### config.mk
export PLATFORM = sky130hd
export DESIGN_NAME = ps2_scan_collector
export DESIGN_NICKNAME = d
export VERILOG_FILES = /design/src/rtl/ps2_scan_collector.sv
export SDC_FILE = /design/constraint.sdc
export NUM_CORES = 1
export LEC_CHECK = 0
export BUFFER_PORTS_ARGS = -buffer_cell sky130_fd_sc_hd__buf_2
export CAP_MARGIN = 20
export CORE_MARGIN = 2
export CORE_UTILIZATION = 60
export DETAILED_ROUTE_END_ITERATION = 7
export GPL_TIMING_DRIVEN = 1
export PLACE_DENSITY = 0.9
export SETUP_SLACK_MARGIN = 0.3
export SYNTH_ARGS = -nofsm -noshare
export SYNTH_HDL_FRONTEND = slang
export SYNTH_SLANG_ARGS = --single-unit
export TNS_END_PERCENT = 100
### constraint.sdc
create_clock -name clk -period 4.5 [get_ports clk]
set_input_delay 0.45 -clock clk [delete_from_list [all_inputs] [get_ports clk]]
set_output_delay 0.45 -clock clk [all_outputs]
set_load 0.05 [all_outputs]
### src/rtl/ps2_scan_collector.sv
// PS/2 device-to-host receiver: conditions ps2c/ps2d, checks framing and odd parity,
// drops break sequences and presents one zero-extended make code per key press.
module ps2_scan_collector #(
    parameter int FILTER_LEN     = 8,
    parameter int TIMEOUT_CYCLES = 100000
) (
    input  logic        clk,
    input  logic        reset,
    input  logic        ps2c,
    input  logic        ps2d,
    output logic [31:0] scan_code,
    output logic        scan_done_tick,
    output logic        frame_err
);

    localparam int TMO_W = $clog2(TIMEOUT_CYCLES + 1);
    localparam logic [TMO_W-1:0] TMO_LAST = TMO_W'(TIMEOUT_CYCLES - 1);

    localparam logic [1:0] ST_IDLE  = 2'd0;
    localparam logic [1:0] ST_RX    = 2'd1;
    localparam logic [1:0] ST_CHECK = 2'd2;

    logic                  c_meta_q, c_sync_q, d_meta_q, d_sync_q;
    logic [FILTER_LEN-1:0] filt_q, filt_d;
    logic                  fc_q, fc_d, fc_prev_q;
    logic                  fall;
    logic [1:0]            state_q, state_d;
    logic [3:0]            bit_cnt_q, bit_cnt_d;
    logic [TMO_W-1:0]      tmo_q, tmo_d;
    logic [8:0]            shift_q, shift_d;
    logic                  brk_q, brk_d, ext_q, ext_d;
    logic [15:0]           code_q, code_d;
    logic                  tick_q, tick_d, err_q, err_d;
    logic [9:0]            frame_w;

    assign fall    = fc_prev_q & ~fc_q;
    // The 10th fall carries the stop bit live on d_sync_q; frame_w[9] is stop, [8] parity.
    assign frame_w = {d_sync_q, shift_q};

    always_comb begin
        filt_d    = {filt_q[FILTER_LEN-2:0], c_sync_q};
        fc_d      = fc_q;
        if (&filt_q) begin
            fc_d = 1'b1;
        end else if (~|filt_q) begin
            fc_d = 1'b0;
        end

        state_d   = state_q;
        bit_cnt_d = bit_cnt_q;
        tmo_d     = tmo_q;
        shift_d   = shift_q;
        brk_d     = brk_q;
        ext_d     = ext_q;
        code_d    = code_q;
        tick_d    = 1'b0;
        err_d     = 1'b0;

        case (state_q)
            ST_IDLE: begin
                if (fall && !d_sync_q) begin
                    state_d   = ST_RX;
                    bit_cnt_d = 4'd0;
                    tmo_d     = '0;
                end
            end
            ST_RX: begin
                if (fall) begin
                    tmo_d     = '0;
                    bit_cnt_d = bit_cnt_q + 4'd1;
                    shift_d   = {d_sync_q, shift_q[8:1]};
                    if (bit_cnt_q == 4'd9) begin
                        state_d = ST_CHECK;
                        if (!(^frame_w[8:0]) || !frame_w[9]) begin
                            err_d = 1'b1;
                            brk_d = 1'b0;
                            ext_d = 1'b0;
                        end else if (frame_w[7:0] == 8'hF0) begin
                            brk_d = 1'b1;
                        end else if (frame_w[7:0] == 8'hE0) begin
                            ext_d = 1'b1;
                        end else if (brk_q) begin
                            brk_d = 1'b0;
                            ext_d = 1'b0;
                        end else begin
                            code_d = {(ext_q ? 8'hE0 : 8'h00), frame_w[7:0]};
                            tick_d = 1'b1;
                            ext_d  = 1'b0;
                        end
                    end
                end else if (tmo_q == TMO_LAST) begin
                    state_d = ST_IDLE;
                    err_d   = 1'b1;
                    brk_d   = 1'b0;
                    ext_d   = 1'b0;
                end else begin
                    tmo_d = tmo_q + TMO_W'(1);
                end
            end
            ST_CHECK: state_d = ST_IDLE;
            default:  state_d = ST_IDLE;
        endcase
    end

    always_ff @(posedge clk or posedge reset) begin
        if (reset) begin
            c_meta_q  <= 1'b1;
            c_sync_q  <= 1'b1;
            d_meta_q  <= 1'b1;
            d_sync_q  <= 1'b1;
            filt_q    <= '1;
            fc_q      <= 1'b1;
            fc_prev_q <= 1'b1;
            state_q   <= ST_IDLE;
            bit_cnt_q <= 4'd0;
            tmo_q     <= '0;
            shift_q   <= '0;
            brk_q     <= 1'b0;
            ext_q     <= 1'b0;
            code_q    <= 16'h0000;
            tick_q    <= 1'b0;
            err_q     <= 1'b0;
        end else begin
            c_meta_q  <= ps2c;
            c_sync_q  <= c_meta_q;
            d_meta_q  <= ps2d;
            d_sync_q  <= d_meta_q;
            filt_q    <= filt_d;
            fc_q      <= fc_d;
            fc_prev_q <= fc_q;
            state_q   <= state_d;
            bit_cnt_q <= bit_cnt_d;
            tmo_q     <= tmo_d;
            shift_q   <= shift_d;
            brk_q     <= brk_d;
            ext_q     <= ext_d;
            code_q    <= code_d;
            tick_q    <= tick_d;
            err_q     <= err_d;
        end
    end

    assign scan_code      = {16'h0000, code_q};
    assign scan_done_tick = tick_q;
    assign frame_err      = err_q;

endmodule

# Word-level counts from Yosys, hierarchy flattened
# Index checks and enable logic that the tools add are counted.
[classes] addsub=2 n_eq_ne=14 n_mux=38 bitwise_logic=6 reduce_logical=17
[ops] operator="$mux 17" count=3
[ops] operator="$pmux 17 s2" count=1
[ops] operator="$mux 1" count=25
[ops] operator="$add 17x1->17 const B" count=1
[ops] operator="$eq 17x17->1 const B" count=1
[ops] operator="$eq 8x8->1 const B" count=2
[ops] operator="$ne 3x3->1 const B" count=4
[ops] operator="$reduce_and 3->1" count=3
[ops] operator="$reduce_xor 9->1" count=1
[ops] operator="$mux 2" count=4
[ops] operator="$mux 4" count=2
[ops] operator="$mux 8" count=1
[ops] operator="$pmux 4 s2" count=1
[ops] operator="$reduce_and 4->1" count=2
[ops] operator="$reduce_and 8->1" count=1
[ops] operator="$reduce_or 8->1" count=1
[ops] operator="$reduce_and 7->1" count=1
[ops] operator="$ne 2x2->1 const B" count=3
[ops] operator="$not 1->1" count=5
[ops] operator="$add 4x1->4 const B" count=1
[ops] operator="$eq 4x4->1 const B" count=1
[ops] operator="$ne 4x4->1 const B" count=1
[ops] operator="$pmux 2 s2" count=1
[ops] operator="$reduce_bool 2->1" count=2
[ops] operator="other kinds (8)" count=9
[word_totals] regBits=66 in_bits=4 output_inout_bits=34 elab_cells=93

# Logic depth before layout (Yosys ltp)
[depth] word_depth=7 depth_mapped=8 ltp_nobuf=7

# Least setup slack after synthesis
# No wires, ideal clock.
[synth_timing] path_type="flip-flop to flip-flop" start="reg shift_q[4]" end="reg code_q[0]" setup_ps=125 arrival_ps=1979 t_required_ps=4375 path_slack_ps=2397 path_stages_with_launch=9 path_buffers=1 synth_period_minus_slack_ps=2103 path_cell_list="dfrtp_1 -> inv_1 -> ha_1 -> xnor2_1 -> xnor3_1 -> nand2_1 -> or3_1 -> buf_2 -> mux2_2"
[synth_via] elab_chain_len=5 word_cells_on_any_way=9 classes_between="eq/ne (2); bitwise (3); reduce/logical (4)"
[synth_rtl] element="start: declaration" line="30" rtl="logic [8:0] shift_q, shift_d;"
[synth_rtl] element="start signal: assignment" line="134" rtl="shift_q <= shift_d;"
[synth_rtl] element="$reduce_xor 9->1" line="74" rtl="if (!(^frame_w[8:0]) || !frame_w[9]) begin"
[synth_rtl] element="$logic_not 1->1" line="74"
[synth_rtl] element="$logic_or 1x1->1" line="74"
[synth_rtl] element="$not 1->1 (no source line)"
[synth_rtl] element="$reduce_and 7->1 (no source line) (*)"
[synth_rtl] element="end signal: assignment" line="137" rtl="code_q <= code_d;"
[synth_rtl] element="end: declaration" line="32" rtl="logic [15:0] code_q, code_d;"
# Mark *: on every way between the ends. The rest lies on a longest branch, timed or not.
# A chain may end at the register's enable or synchronous reset.

# Worst setup path in the final report
[layout_timing] start="reg shift_q[4]" end="reg code_q[1]"
# The elaborated chain is that of the path after synthesis.

==> run_results.csv <==
group,metric,value,unit
yosys,syn_avg_cell_area,11.1,um2
global_route,antenna_found_initial,0,
global_route,grt_util_met3,0.0663,
clock_tree,clk_latency,0.34,ns
yosys,ys_seq_area_frac,0.526,
sta,rsz0062_at_grt,"no",
clock_tree,h-tree-depth,3,
clock_tree,cts.sinks,59,
sta,max_clock_freq,426,MHz
detailed_routing,drc,0,
power_and_ir_drop,leakagePower,1.44,nW
yosys,synthArstFlopShare,1.00,
placement,place_hpwl,3.39,mm
power_and_ir_drop,comb_power_share,0.178,
clock_tree,post_cts_buffers,0,
global_route,top_usage_layer,"met2",
power_and_ir_drop,peakVddDrop,0.243,mV
setup_path,worst_path_largest_cell_delay,0.53,ns
setup_path,critPathMaxFanout,9,
power_and_ir_drop,power_switching,408,uW
flow_run,cap_violations,0,
clock_tree,clockRootBuffer,"clkbuf_8",
detailed_routing,drt-total-wl,4.97,mm
setup_path,slowest_stage,"or3_1",
setup_path,path_cells,"inv_1 -> ha_1 -> xnor2_1 -> xnor3_1 -> nand2_1 -> or3_1 -> mux2_2",
clock_tree,clkSlewWorstSetupHoldPaths,0.07,ns
placement,place_inst,320,
cells_and_area,drive_gt1_frac,0.230,
sta,tns,0,ns
clock_tree,cts_buffers,9,
yosys,netlist_area,2840,um2
sta,slew_viol_final,0,
sta,worst_pin_slew,0.722,ns
clock_tree,hold_buffers,0,
yosys,synth_cell_types,49,
cells_and_area,final_cell_mix,"dfrtp_1 (45), nand2_1 (23), conb_1 (21)",
clock_tree,clockBufferDepth,2,
global_route,grt_max_degree,60,
setup_path,cp_num_buf_inv,1,
power_and_ir_drop,powerDensity,438,nW/um2
floorplanning,dieArea,5300,um2
placement,gp_congestion,0.884,
cells_and_area,nets,289,
cells_and_area,final_common_cell,"dfrtp_1",
floorplanning,die_h,72.8,um
setup_path,required,4.72,ns
setup_path,end_kind,"flop",
sta,min_period_over_period,0.521,
yosys,synth_edf_count,0,
global_route,grt_pass1_wl,8.41,mm
global_route,gr-total-overflow,0,
power_and_ir_drop,clkPwrFrac,0.354,
floorplanning,start_util,0.614,
clock_tree,cts_tree,"yes",
setup_path,cp_top_family,"simple AND/OR/NAND/NOR gates",
power_and_ir_drop,seqPwrFrac,0.469,
yosys,synth_warnings,0,
global_route,use_met1,0.273,
detailed_routing,firstDrtPassIters,4,
cells_and_area,num_antenna_cells,0,
setup_path,worst_ep_arrival_time,2.57,ns
detailed_routing,drtIter0Drc,96,
sta,skew,0.0106,ns
sta,setup_viol,0,
floorplanning,fp.dieW,72.8,um
yosys,netlist_instances,257,
global_route,grt_pass1_vias,1870,
floorplanning,core,4630,um2
power_and_ir_drop,switching_share,0.303,
yosys,synth_seq_cells,59,
sta,period_needed,2.34,ns
clock_tree,cts-resized-gates,0,
global_route,grt_use_total,0.212,
run_status,outcome,"finished clean",
yosys,ys.flop_type,"dfrtp_1",
detailed_routing,viasPerCell,5.74,
detailed_routing,num_vias,1929,
cells_and_area,areaGrowthSynthToFinish,8.05,%
detailed_routing,ant_nets,0,
placement,io_buffers,16,
cells_and_area,fillCellCount,356,
sta,hold_viol,0,
setup_path,startpoint_type,"flop",
floorplanning,ioPinCount,38,
floorplanning,std_cell_rows,25,
sta,max-slew-margin-rel,0.518,
power_and_ir_drop,p_int,938,uW
cells_and_area,final_cells,336,
global_route,grtUsageMet2,0.331,
detailed_routing,wl_per_cell,14.8,um
setup_path,crit_type,"flop to flop",
hold_path,min_path_type,"primary input to flop",
[power by group through the flow]
| stage | registers [mW] | logic (mW) | clock network (mW) |
|---|---|---|---|
| after floorplan | 0.624 | 0.217 | 0 |
| after global placement | 0.635 | 0.229 | 0 |
| after detailed placement | 0.639 | 0.237 | 0 |
| after CTS | 0.631 | 0.240 | 0.484 |
| after global routing | 0.639 | 0.265 | 0.513 |
| final | 0.631 | 0.239 | 0.476 |
[cell families (layout without fill, tap and decap cells)]
logic type	Yosys count	count (layout)	synth area share
flops	59	59	0.526
compound gates	39	39	0.0867
buf+inv	43	48	0.0902
simple gates	80	80	0.159
xor+xnor	10	10	0.0357
fa+ha+maj	8	8	0.0352
mux	17	17	0.0660
other cells	1	21	0.00132
[routing by layer]
layer	up-vias	routed length, um
met4	0	110
met5	-	0
met1	962	2180
li1	905	-
met2	49	2460
met3	13	226
[layout make-up]
| cell class | instances | area (um2) | share of cell area |
|---|---|---|---|
| flip-flops and latches | 59 | 1490 | 0.486 |
| multi-input cells | 175 | 1170 | 0.380 |
| clock buffers | 12 | 145 | 0.0473 |
| repair buffers | 18 | 95.1 | 0.0310 |
| well taps | 54 | 67.6 | 0.0220 |
| inverters | 14 | 52.6 | 0.0171 |
| clock inverters | 4 | 50.0 | 0.0163 |
[through the flow]
stage / hold slack, ns / total power [mW] / util / setup WS (ns) / instance area [um2]
global placement: 0.346 / 0.864 / 0.621 / 2.22 / 2880
finish: 0.208 / 1.35 / 0.664 / 2.16 / 3070
detailed placement: 0.349 / 0.877 / 0.621 / 2.20 / 2880
floorplan: 0.345 / 0.841 / - / 2.40 / 2920
CTS: 0.196 / 1.36 / 0.664 / 2.16 / 3070
global route: 0.194 / 1.42 / 0.664 / 1.99 / 3070
[state kept, by name, indices dropped and copies added (netlist names), 2 cells and up]
name       flops
tmo_q         17
bit_cnt_q      4
code_q         9
filt_q         8
shift_q        9
state_q        2
[worst register-to-register path: stages (launching register included)]
cell	delay, ns
dfrtp_1	0.41
inv_1	0.08
ha_1	0.30
xnor2_1	0.14
xnor3_1	0.35
nand2_1	0.09
or3_1	0.53
mux2_2	0.34
[final timing paths]
| path | from | end | slack (ns) | cells after the start |
|---|---|---|---|---|
| hold / removal | ps2c | c_meta_q | 0.21 | 1 |
| setup / recovery | shift_q[4] | code_q[1] | 2.16 | 7 |
| setup reg to reg | shift_q[4] | code_q[1] | 2.16 | 7 |
| hold reg to reg | c_meta_q | c_sync_q | 0.35 | 0 |
| max in group asynchronous | reset | code_q[1] | 3.71 | 3 |
| min in group asynchronous | reset | code_q[14] | 0.29 | 3 |
[Yosys cell counts (all sizes together) (2+ instances only)]
master | n | area [um2]
a21oi | 10 | 53.8
a22o | 2 | 17.5
and2 | 2 | 12.5
and3 | 2 | 12.5
and4 | 4 | 35.0
and4b | 2 | 23.8
buf | 25 | 189
clkbuf | 4 | 15.0
dfrtp | 45 | 1130
dfstp | 14 | 368
ha | 8 | 100
inv | 14 | 52.6
mux2 | 14 | 158
mux2i | 3 | 30.0
nand2 | 23 | 86.3
nand3 | 7 | 35.0
nand4 | 9 | 56.3
nor2 | 11 | 41.3
nor2b | 3 | 18.8
nor3 | 2 | 10.0
nor4bb | 3 | 30.0
o211ai | 2 | 15.0
o21ai | 13 | 65.1
o31ai | 3 | 22.5
or3 | 3 | 18.8
or4 | 3 | 22.5
xnor2 | 3 | 26.3
xor2 | 6 | 52.6
No activity file was read; power rests on OpenSTA's default activity.
